[src/rtl/video_timing_gen.sv]
// Raster timing source: chained signed pixel/line counters with registered sync, enable and
// start strobes decoded from the next-state counter values so strobes never skew from positions.
module video_timing_gen #(
   parameter int H_ACTIVE        = 720,
   parameter int H_FP            = 16,
   parameter int H_SYNC          = 62,
   parameter int H_BP            = 60,
   parameter int V_ACTIVE        = 480,
   parameter int V_FP            = 9,
   parameter int V_SYNC          = 6,
   parameter int V_BP            = 30,
   parameter bit SYNC_ACTIVE_LOW = 1'b0
) (
   input  logic               pixelClock,
   input  logic               reset_n,
   input  logic               enable,
   output logic signed [10:0] hPos,
   output logic signed [9:0]  vPos,
   output logic               hSync,
   output logic               vSync,
   output logic               hSyncPin,
   output logic               vSyncPin,
   output logic               displayEnable,
   output logic               lineStart,
   output logic               frameStart
);

   localparam int H_BLANK = H_FP + H_SYNC + H_BP;
   localparam int V_BLANK = V_FP + V_SYNC + V_BP;

   if (H_BLANK > 1024 || V_BLANK > 512 || H_ACTIVE > 1023 || V_ACTIVE > 511) begin : g_bad_params
      $error("video_timing_gen: raster does not fit the signed position counters");
   end

   localparam logic signed [10:0] H_FIRST    = 11'(-H_BLANK);
   localparam logic signed [10:0] H_LAST     = 11'(H_ACTIVE - 1);
   localparam logic signed [10:0] HS_START   = 11'(H_FP - H_BLANK);
   localparam logic signed [10:0] HS_END     = 11'(H_FP + H_SYNC - 1 - H_BLANK);
   localparam logic signed [9:0]  V_FIRST    = 10'(-V_BLANK);
   localparam logic signed [9:0]  V_LAST     = 10'(V_ACTIVE - 1);
   localparam logic signed [9:0]  VS_START   = 10'(V_FP - V_BLANK);
   localparam logic signed [9:0]  VS_END     = 10'(V_FP + V_SYNC - 1 - V_BLANK);

   logic signed [10:0] h_q, h_d;
   logic signed [9:0]  v_q, v_d;
   logic               primed_q, primed_d;
   logic               hsync_q, hsync_d;
   logic               vsync_q, vsync_d;
   logic               hsync_pin_q, hsync_pin_d;
   logic               vsync_pin_q, vsync_pin_d;
   logic               de_q, de_d;
   logic               line_start_q, line_start_d;
   logic               frame_start_q, frame_start_d;

   // The first enabled cycle after reset presents the start position with its strobes
   // instead of advancing, so a frame always begins with lineStart/frameStart.
   always_comb begin
      h_d      = h_q;
      v_d      = v_q;
      primed_d = primed_q;
      if (enable) begin
         primed_d = 1'b1;
         if (primed_q) begin
            if (h_q == H_LAST) begin
               h_d = H_FIRST;
               v_d = (v_q == V_LAST) ? V_FIRST : v_q + 10'sd1;
            end else begin
               h_d = h_q + 11'sd1;
            end
         end
      end
   end

   always_comb begin
      hsync_d       = (h_d >= HS_START) && (h_d <= HS_END);
      vsync_d       = (v_d >= VS_START) && (v_d <= VS_END);
      hsync_pin_d   = hsync_d ^ SYNC_ACTIVE_LOW;
      vsync_pin_d   = vsync_d ^ SYNC_ACTIVE_LOW;
      de_d          = (h_d >= 11'sd0) && (v_d >= 10'sd0);
      line_start_d  = (h_d == H_FIRST);
      frame_start_d = (h_d == H_FIRST) && (v_d == V_FIRST);
   end

   always_ff @(posedge pixelClock) begin
      if (!reset_n) begin
         h_q           <= H_FIRST;
         v_q           <= V_FIRST;
         primed_q      <= 1'b0;
         hsync_q       <= 1'b0;
         vsync_q       <= 1'b0;
         hsync_pin_q   <= SYNC_ACTIVE_LOW;
         vsync_pin_q   <= SYNC_ACTIVE_LOW;
         de_q          <= 1'b0;
         line_start_q  <= 1'b0;
         frame_start_q <= 1'b0;
      end else if (enable) begin
         h_q           <= h_d;
         v_q           <= v_d;
         primed_q      <= primed_d;
         hsync_q       <= hsync_d;
         vsync_q       <= vsync_d;
         hsync_pin_q   <= hsync_pin_d;
         vsync_pin_q   <= vsync_pin_d;
         de_q          <= de_d;
         line_start_q  <= line_start_d;
         frame_start_q <= frame_start_d;
      end
   end

   assign hPos          = h_q;
   assign vPos          = v_q;
   assign hSync         = hsync_q;
   assign vSync         = vsync_q;
   assign hSyncPin      = hsync_pin_q;
   assign vSyncPin      = vsync_pin_q;
   assign displayEnable = de_q;
   assign lineStart     = line_start_q;
   assign frameStart    = frame_start_q;

endmodule

[config.mk]
export PLATFORM = sky130hd
export DESIGN_NAME = video_timing_gen
export DESIGN_NICKNAME = d
export VERILOG_FILES = /design/src/rtl/video_timing_gen.sv
export SDC_FILE = /design/constraint.sdc
export NUM_CORES = 1
export LEC_CHECK = 0
export ABC_AREA = 0
export ABC_CLOCK_PERIOD_IN_PS = 3900
export CAP_MARGIN = 25
export CORE_MARGIN = 5
export CORE_UTILIZATION = 38
export DETAILED_ROUTE_END_ITERATION = 10
export PLACE_DENSITY = 0.64
export RECOVER_POWER = 100
export SLEW_MARGIN = 20
export SYNTH_ARGS = -nofsm -noshare
export SYNTH_HDL_FRONTEND = slang
export SYNTH_SLANG_ARGS = --single-unit
[constraint.sdc]
create_clock -name pixelClock -period 3.9 [get_ports pixelClock]
set_input_delay 0.39 -clock pixelClock [delete_from_list [all_inputs] [get_ports pixelClock]]
set_output_delay 0.39 -clock pixelClock [all_outputs]
set_load 0.02 [all_outputs]
==> metrics.md, run 1 <==
| Metric | Value |
|---|---|
| Largest net degree at the start of global routing | 21 |
| Max stage delay on crit path | roughly 0.94 ns |
| Crit path launch | enable |
| Core Region | ~4100 sq um |
| R2R Path End | frameStart |
| WS Path Type | input pin to register |
| Pwr Total | between 400 and 500 uW |
| Clk buf depth | 2 |
| Rows | 23 |
| Initial Utilization | about two fifths |
| M3 GR Usage | between 1.5 and 2% |
| Pwr/cell area | between 200 and 250 nW/um^2 |
| Clock-pin transition on the worst setup and hold timing paths | around 0.10 ns |
| Startpoint Class | input pin |
| Antenna violations before repair | 0 |
| Synthesized flop and latch total | 27 |
| Syn Nets | between 200 and 250 |
| Post-synthesis sequential area ratio | between 30 and 40% |
| Synth Instances | approximately 210 |
| CTS root buf | clkbuf_8 |
| Nets | 236 |
| Gp weighted congestion | 0.938 |
| Required time worst endpoint | around 4 ns |
| Outcome | finished, final reports clean |
| Setup crit end | frameStart |
| Ys async rst share | 0% |
| CP endpoint kind | register |
| RSZ-0062 raised after global routing | no |
| Utilization after layout | about 48% |
| CTS Buf Count | 3 |
| Max_slew headroom | around two fifths |
| Global-route wire length before repair | ~7300 um |
| Total GRT Usage | 16.4% |
| Total negative slack | 0 ns |
| CTS Hold Bufs | 0 |
| Delay-heaviest family, CP | simple AND/OR/NAND/NOR gates |
| Clock Latency Late Sink | ~0.27 ns |
| Final setup viols | 0 |
| Highest clock rate | 315 MHz |
| Chip Width | ~76 um |
| Drt drc | 0 |
| Mapped cell area | 1630 sq um |
| GRT overflow | 0 |
| Vias/cell | 5.94 |
| Pleak | 0.000705 uW |
| Layout cells sized above 1 | 5.22% |
| Top Usage Layer GRT | met2 |
| Cts repair resizes | 0 |
| Worst R2R Start | hPos[0] |
| Most numerous cell in the Yosys netlist | dfxtp_1 |
| Met2 usage | 24.4% |
| H-tree levels | 1 |
| Met1 GRT Util | 24.2% |
| Post-synth top cells | dfxtp_1, nor2_1, nand2_1, nand3_1, clkbuf_1 |
| FF-to-FF path depth | 7 |
| Crit share post-route | roughly four fifths |
| Slew @ Worst Pin | 0.922 ns |
| Area post-placement | 1960 sq um |
| Fin area | ~2000 sq um |
| Avg Inst Size Synth | between 7 and 8 sq um |
| Chip height | 75.5 um |
| Post-synth EDFFs | 0 |
| CP most frequent cell | or4_1 |
| Clock tree sinks | 27 |
| Worst reg2reg setup slack | approximately 0.74 ns |
| Critical Path Stages | 7 |
| # diodes | 0 |
| Final WL | 4370 um |
| Number of global-route vias before repair | approximately 1,500 |
| Worst VDD drop | approximately 0.13 mV |
| Final min period | 3.18 ns |
| Slowest cell on crit path | or4_1 |
| ANT nets after route | 0 |
| MaxCap Viol Count | 0 |
| TritonRoute pass-1 iters | 4 |
| Crit-path cells | dlygate4sd3_1 -> nand3_1 -> or4_1 -> nor4_1 -> xnor2_1 -> or4_1 -> o21ai_0 |
| DRT iter0 DRCs | approximately 210 |
| Routed len/inst | between 15 and 20 um |
| Final Hold Vio Count | 0 |
| Postcts setup bufs | 0 |
| Largest fanout on the critical path | 20 |
| Area share of the largest cell type after synthesis | 33.1% |
| I/O pins | 31 |
| Biggest area consumer among synthesized cells | dfxtp_1 |
| Largest cells by area after synthesis | dfxtp_1, nand3_1, nor2_1 |
| Min-delay worst type | register to register |
| IO Port Bufs | 30 |
| P&R area growth vs syn | 21.3% |
| Total number of vias | approximately 1,700 |
| Synth Flop Type | dfxtp_1 |
| Warnings, synthesis | 0 |
| Worst clock skew | ~0.0046 ns |
| Slew Limit Fails | 0 |
| Final HPWL DP | around 3100 um |
| Buffers & Inverters on Critical Path | 1 |
| Worst EP arrival | between 3 and 4 ns |
| CTS tree | done |
| Post-synth cell types | 55 |
| DIE AREA | 5700 sq um |
state kept, by name, summed over array words and instances, names as in the netlist:
register	count
vSyncPin	1
lineStart	1
primed_q	1
vPos	10
hPos	11
hSyncPin	1
displayEnable	1
frameStart	1
final cells by class:
class                   count  area [sq um]
clock inverters             1          5.00
clock buffers               3          41.3
fillers                   414          2110
multi-input cells         159           985
inverters                   6          22.5
well taps                  50          62.6
repair buffers             34           323
flip-flops and latches     27           541
tightest hold or removal path, delay by kind of cell (launching register included):
family,cells,cell delay [ns]
flops,1,0.32
simple gates,1,0.06
compound gates,1,0.05
per-layer routing:
metal  up-vias  share of wire, %
met5         -                 0
met1       781                49
met2        54                44
li1        822                 -
met4         0               1.6
met3         7               5.6
how the worst min path moves through the flow:
| stage | startpoint | endpoint | slack (ns) | depth (start not counted) |
|---|---|---|---|---|
| 2_1_floorplan | displayEnable | displayEnable | 0.54 | 2 |
| 3_5_place_dp | displayEnable | displayEnable | 0.45 | 2 |
| 4_1_cts | displayEnable | displayEnable | 0.48 | 2 |
| 5_1_grt | displayEnable | displayEnable | 0.55 | 2 |
| 3_3_place_gp | displayEnable | displayEnable | 0.45 | 2 |
| 6_report | displayEnable | displayEnable | 0.47 | 2 |
where the power goes:
| part | internal [uW] | total [uW] | switching, uW |
|---|---|---|---|
| Clock | 71.7 | 163 | 90.8 |
| Sequential | 280 | 285 | 5.30 |
| Combinational | 16.9 | 40.6 | 23.6 |
placed cells by master, fill, tap and decap left out, drive strengths merged, types with 2 or more instances in the layout:
master,Yosys,layout
dlygate4sd3,0,30
dfxtp,27,27
nor2,17,17
nand3,16,16
nand2,16,16
nor3,10,10
o21ai,10,10
nand4,9,9
a21oi,8,8
nor4,8,8
xnor2,6,6
or4,5,5
inv,5,5
clkbuf,12,5
a21boi,4,4
and3,4,4
a41oi,3,3
o21a,3,3
and2,3,3
o31ai,2,2
nor3b,2,2
a221oi,2,2
a211oi,2,2
nand2b,2,2
o22ai,2,2
or3,2,2
ha,2,2
buf,3,2
or4b,2,2
clkinv,1,2
stage by stage:
stage	worst slack (ns)	hold slack, ns	instances
2_1_floorplan	1.22	0.540	207
3_3_place_gp	0.868	0.454	276
3_5_place_dp	0.823	0.454	276
4_1_cts	1.06	0.479	280
5_1_grt	0.497	0.546	280
6_report	0.722	0.472	280
cell families (layout without fill, tap and decap cells):
| kind of cell | after synthesis | count (layout) | share of synthesized area, % |
|---|---|---|---|
| xor gates and xnor gates | 7 | 7 | 3.76 |
| DFF | 27 | 27 | 33.1 |
| buffers and inverters | 21 | 44 | 5.37 |
| AOI/OAI and AO/OA | 46 | 46 | 19.4 |
| muxes | 2 | 2 | 1.30 |
| adders and majority gates | 2 | 2 | 1.53 |
| and+or+nand+nor | 102 | 102 | 35.5 |
(Power assumes the default switching activity.)
==> run 2, diff against run 1 <==
ABC_CLOCK_PERIOD_IN_PS = 2900   (was 3900)
PLACE_DENSITY = 0.67   (was 0.64)
clock period = 2.9 ns   (was 3.9 ns; I/O delays follow)
==> run 2 against run 1 <==
Effect of this change:
- sequential share of layout area is 0.82 points lower
- setup slack worse by 0.54 ns
- largest power group unchanged
- clock power increased by 37%
- largest cell class unchanged
- sequential power up 34%
- worst hold slack improved by 0.0052 ns
==> metrics.md, run 2 (synthesized netlist as in run 1, its figures left out) <==
| Metric | Value |
|---|---|
| Outcome | finished, final reports clean |
| Gp weighted congestion | 0.909 |
| Pwr/cell area | between 300 and 400 nW/um^2 |
| Final HPWL DP | 3140 um |
| Antenna violations before repair | 0 |
| Slew @ Worst Pin | ~0.56 ns |
| Drt drc | 0 |
| Initial Utilization | between 30% and 40% |
| DIE AREA | between 5000 and 6000 sq um |
| CTS Hold Bufs | 0 |
| Total number of vias | between 1,500 and 2,000 |
| Global-route wire length before repair | a little over 7000 um |
| Critical hold path startpoint | displayEnable |
| Utilization after layout | about half |
| Total GRT Usage | 16.2% |
| Final WL | around 4400 um |
| Worst EP arrival | around 2.9 ns |
| Fin area | 2040 sq um |
| Worst VDD drop | about 0.2 mV |
| Final Hold Vio Count | 0 |
| CTS root buf | clkbuf_8 |
| GRT overflow | 0 |
| Clock tree sinks | 27 |
| Final min period | 2.72 ns |
| CTS Buf Count | 3 |
| CP endpoint kind | register |
| WS Path Type | register to register |
| Core Region | approximately 4100 sq um |
| Required time worst endpoint | a little over 3 ns |
| Nets | between 200 and 250 |
| Commonest non-fill, non-tap cell in the layout | dlygate4sd3_1 |
| Layout cells sized above 1 | just under 8% |
| Routed len/inst | approximately 15 um |
| Clk buf depth | 2 |
| Chip Width | around 76 um |
| Max reg flops | 11 |
| Crit share post-route | 93.7% |
| Highest clock rate | approximately 370 MHz |
| Area post-placement | between 2000 and 2500 sq um |
| ANT nets after route | 0 |
| P&R area growth vs syn | 25.1% |
| Hold depth | 2 |
| I/O pins | 31 |
| Cts repair resizes | 0 |
| Startpoint Class | register |
| Postcts setup bufs | 0 |
| Rows | 23 |
| Vias/cell | a little under 6 |
| Max_slew headroom | 62.9% |
| Largest fanout on the critical path | 7 |
| Worst clock skew | about 0.0019 ns |
| R2R Path End | vSyncPin |
| TritonRoute pass-1 iters | 4 |
| Chip height | approximately 76 um |
| Clock-pin transition on the worst setup and hold timing paths | 0.10 ns |
| Post-placement cell count | between 200 and 300 |
| Final setup viols | 0 |
| RSZ-0062 raised after global routing | no |
| Min-delay worst type | register to register |
| MaxCap Viol Count | 0 |
| Largest net degree at the start of global routing | 20 |
| H-tree levels | 1 |
| CTS tree | done |
| Slew Limit Fails | 0 |
| Pwr Total | approximately 670 uW |
| Pleak | 0.000749 uW |
| IO Port Bufs | 30 |
| Worst R2R Start | hPos[4] |
| Most frequent cells in the layout | dlygate4sd3_1, dfxtp_1, nor2_1 |
| FF-to-FF path depth | 7 |
| Worst reg2reg setup slack | between 0.15 and 0.2 ns |
| Number of global-route vias before repair | roughly 1,400 |
| # diodes | 0 |
| WHS Endpoint | displayEnable |
| Clock Latency Late Sink | ~0.28 ns |
| Count of non-filler cells in the finished layout | 290 |
| DRT iter0 DRCs | 138 |
## run 2: critical path: stages, from the launching register on
cell and delay, ns:
dfxtp_1 0.37, or4b_1 0.61, nor4_1 0.39, clkbuf_1 0.32
a21boi_0 0.14, a221oi_1 0.48, nor2_1 0.08, a41o_1 0.24
## run 2: final cells by class
| class | instances | area (sq um) |
|---|---|---|
| Clock buffer | 3 | 41.3 |
| Tap cell | 50 | 62.6 |
| Multi-Input combinational cell | 159 | 978 |
| Timing Repair Buffer | 44 | 390 |
| Fill cell | 398 | 2050 |
| Clock inverter | 1 | 5.00 |
| Sequential cell | 27 | 541 |
| Inverter | 6 | 22.5 |
## run 2: layer usage
metal	share of wire (%)	GRT usage, %	routed length (um)	up-vias
met5	0	0	0	-
met4	1.8	7.18	78	0
met3	5.8	2.37	255	6
met2	43	21.8	1890	45
li1	-	-	-	854
met1	49	25.1	2170	786
## run 2: power breakdown
group          switching, uW  internal (uW)
Combinational           33.3           28.3
Clock                    127           96.8
Sequential              6.83            377
## run 2: metrics by stage
step | setup TNS (ns) | setup slack [ns] | hold slack [ns]
floorplan | 0 | 0.223 | 0.485
finish | 0 | 0.183 | 0.477
detailed placement | -0.0419 | -0.0419 | 0.457
global placement | 0 | 0.00478 | 0.457
global route | 0 | 0.0383 | 0.498
CTS | 0 | 0.250 | 0.480
## run 2: worst max path at each step
stage                  from    endpoint  slack (ns)  cells after the start
detailed placement   enable  frameStart       -0.04                      8
global placement     enable  frameStart       0.005                      8
finish              hPos[4]    vSyncPin        0.18                      7
global route         enable  frameStart        0.04                      8
floorplan           hPos[0]    vSyncPin        0.22                      8
CTS                  enable  frameStart        0.25                      8
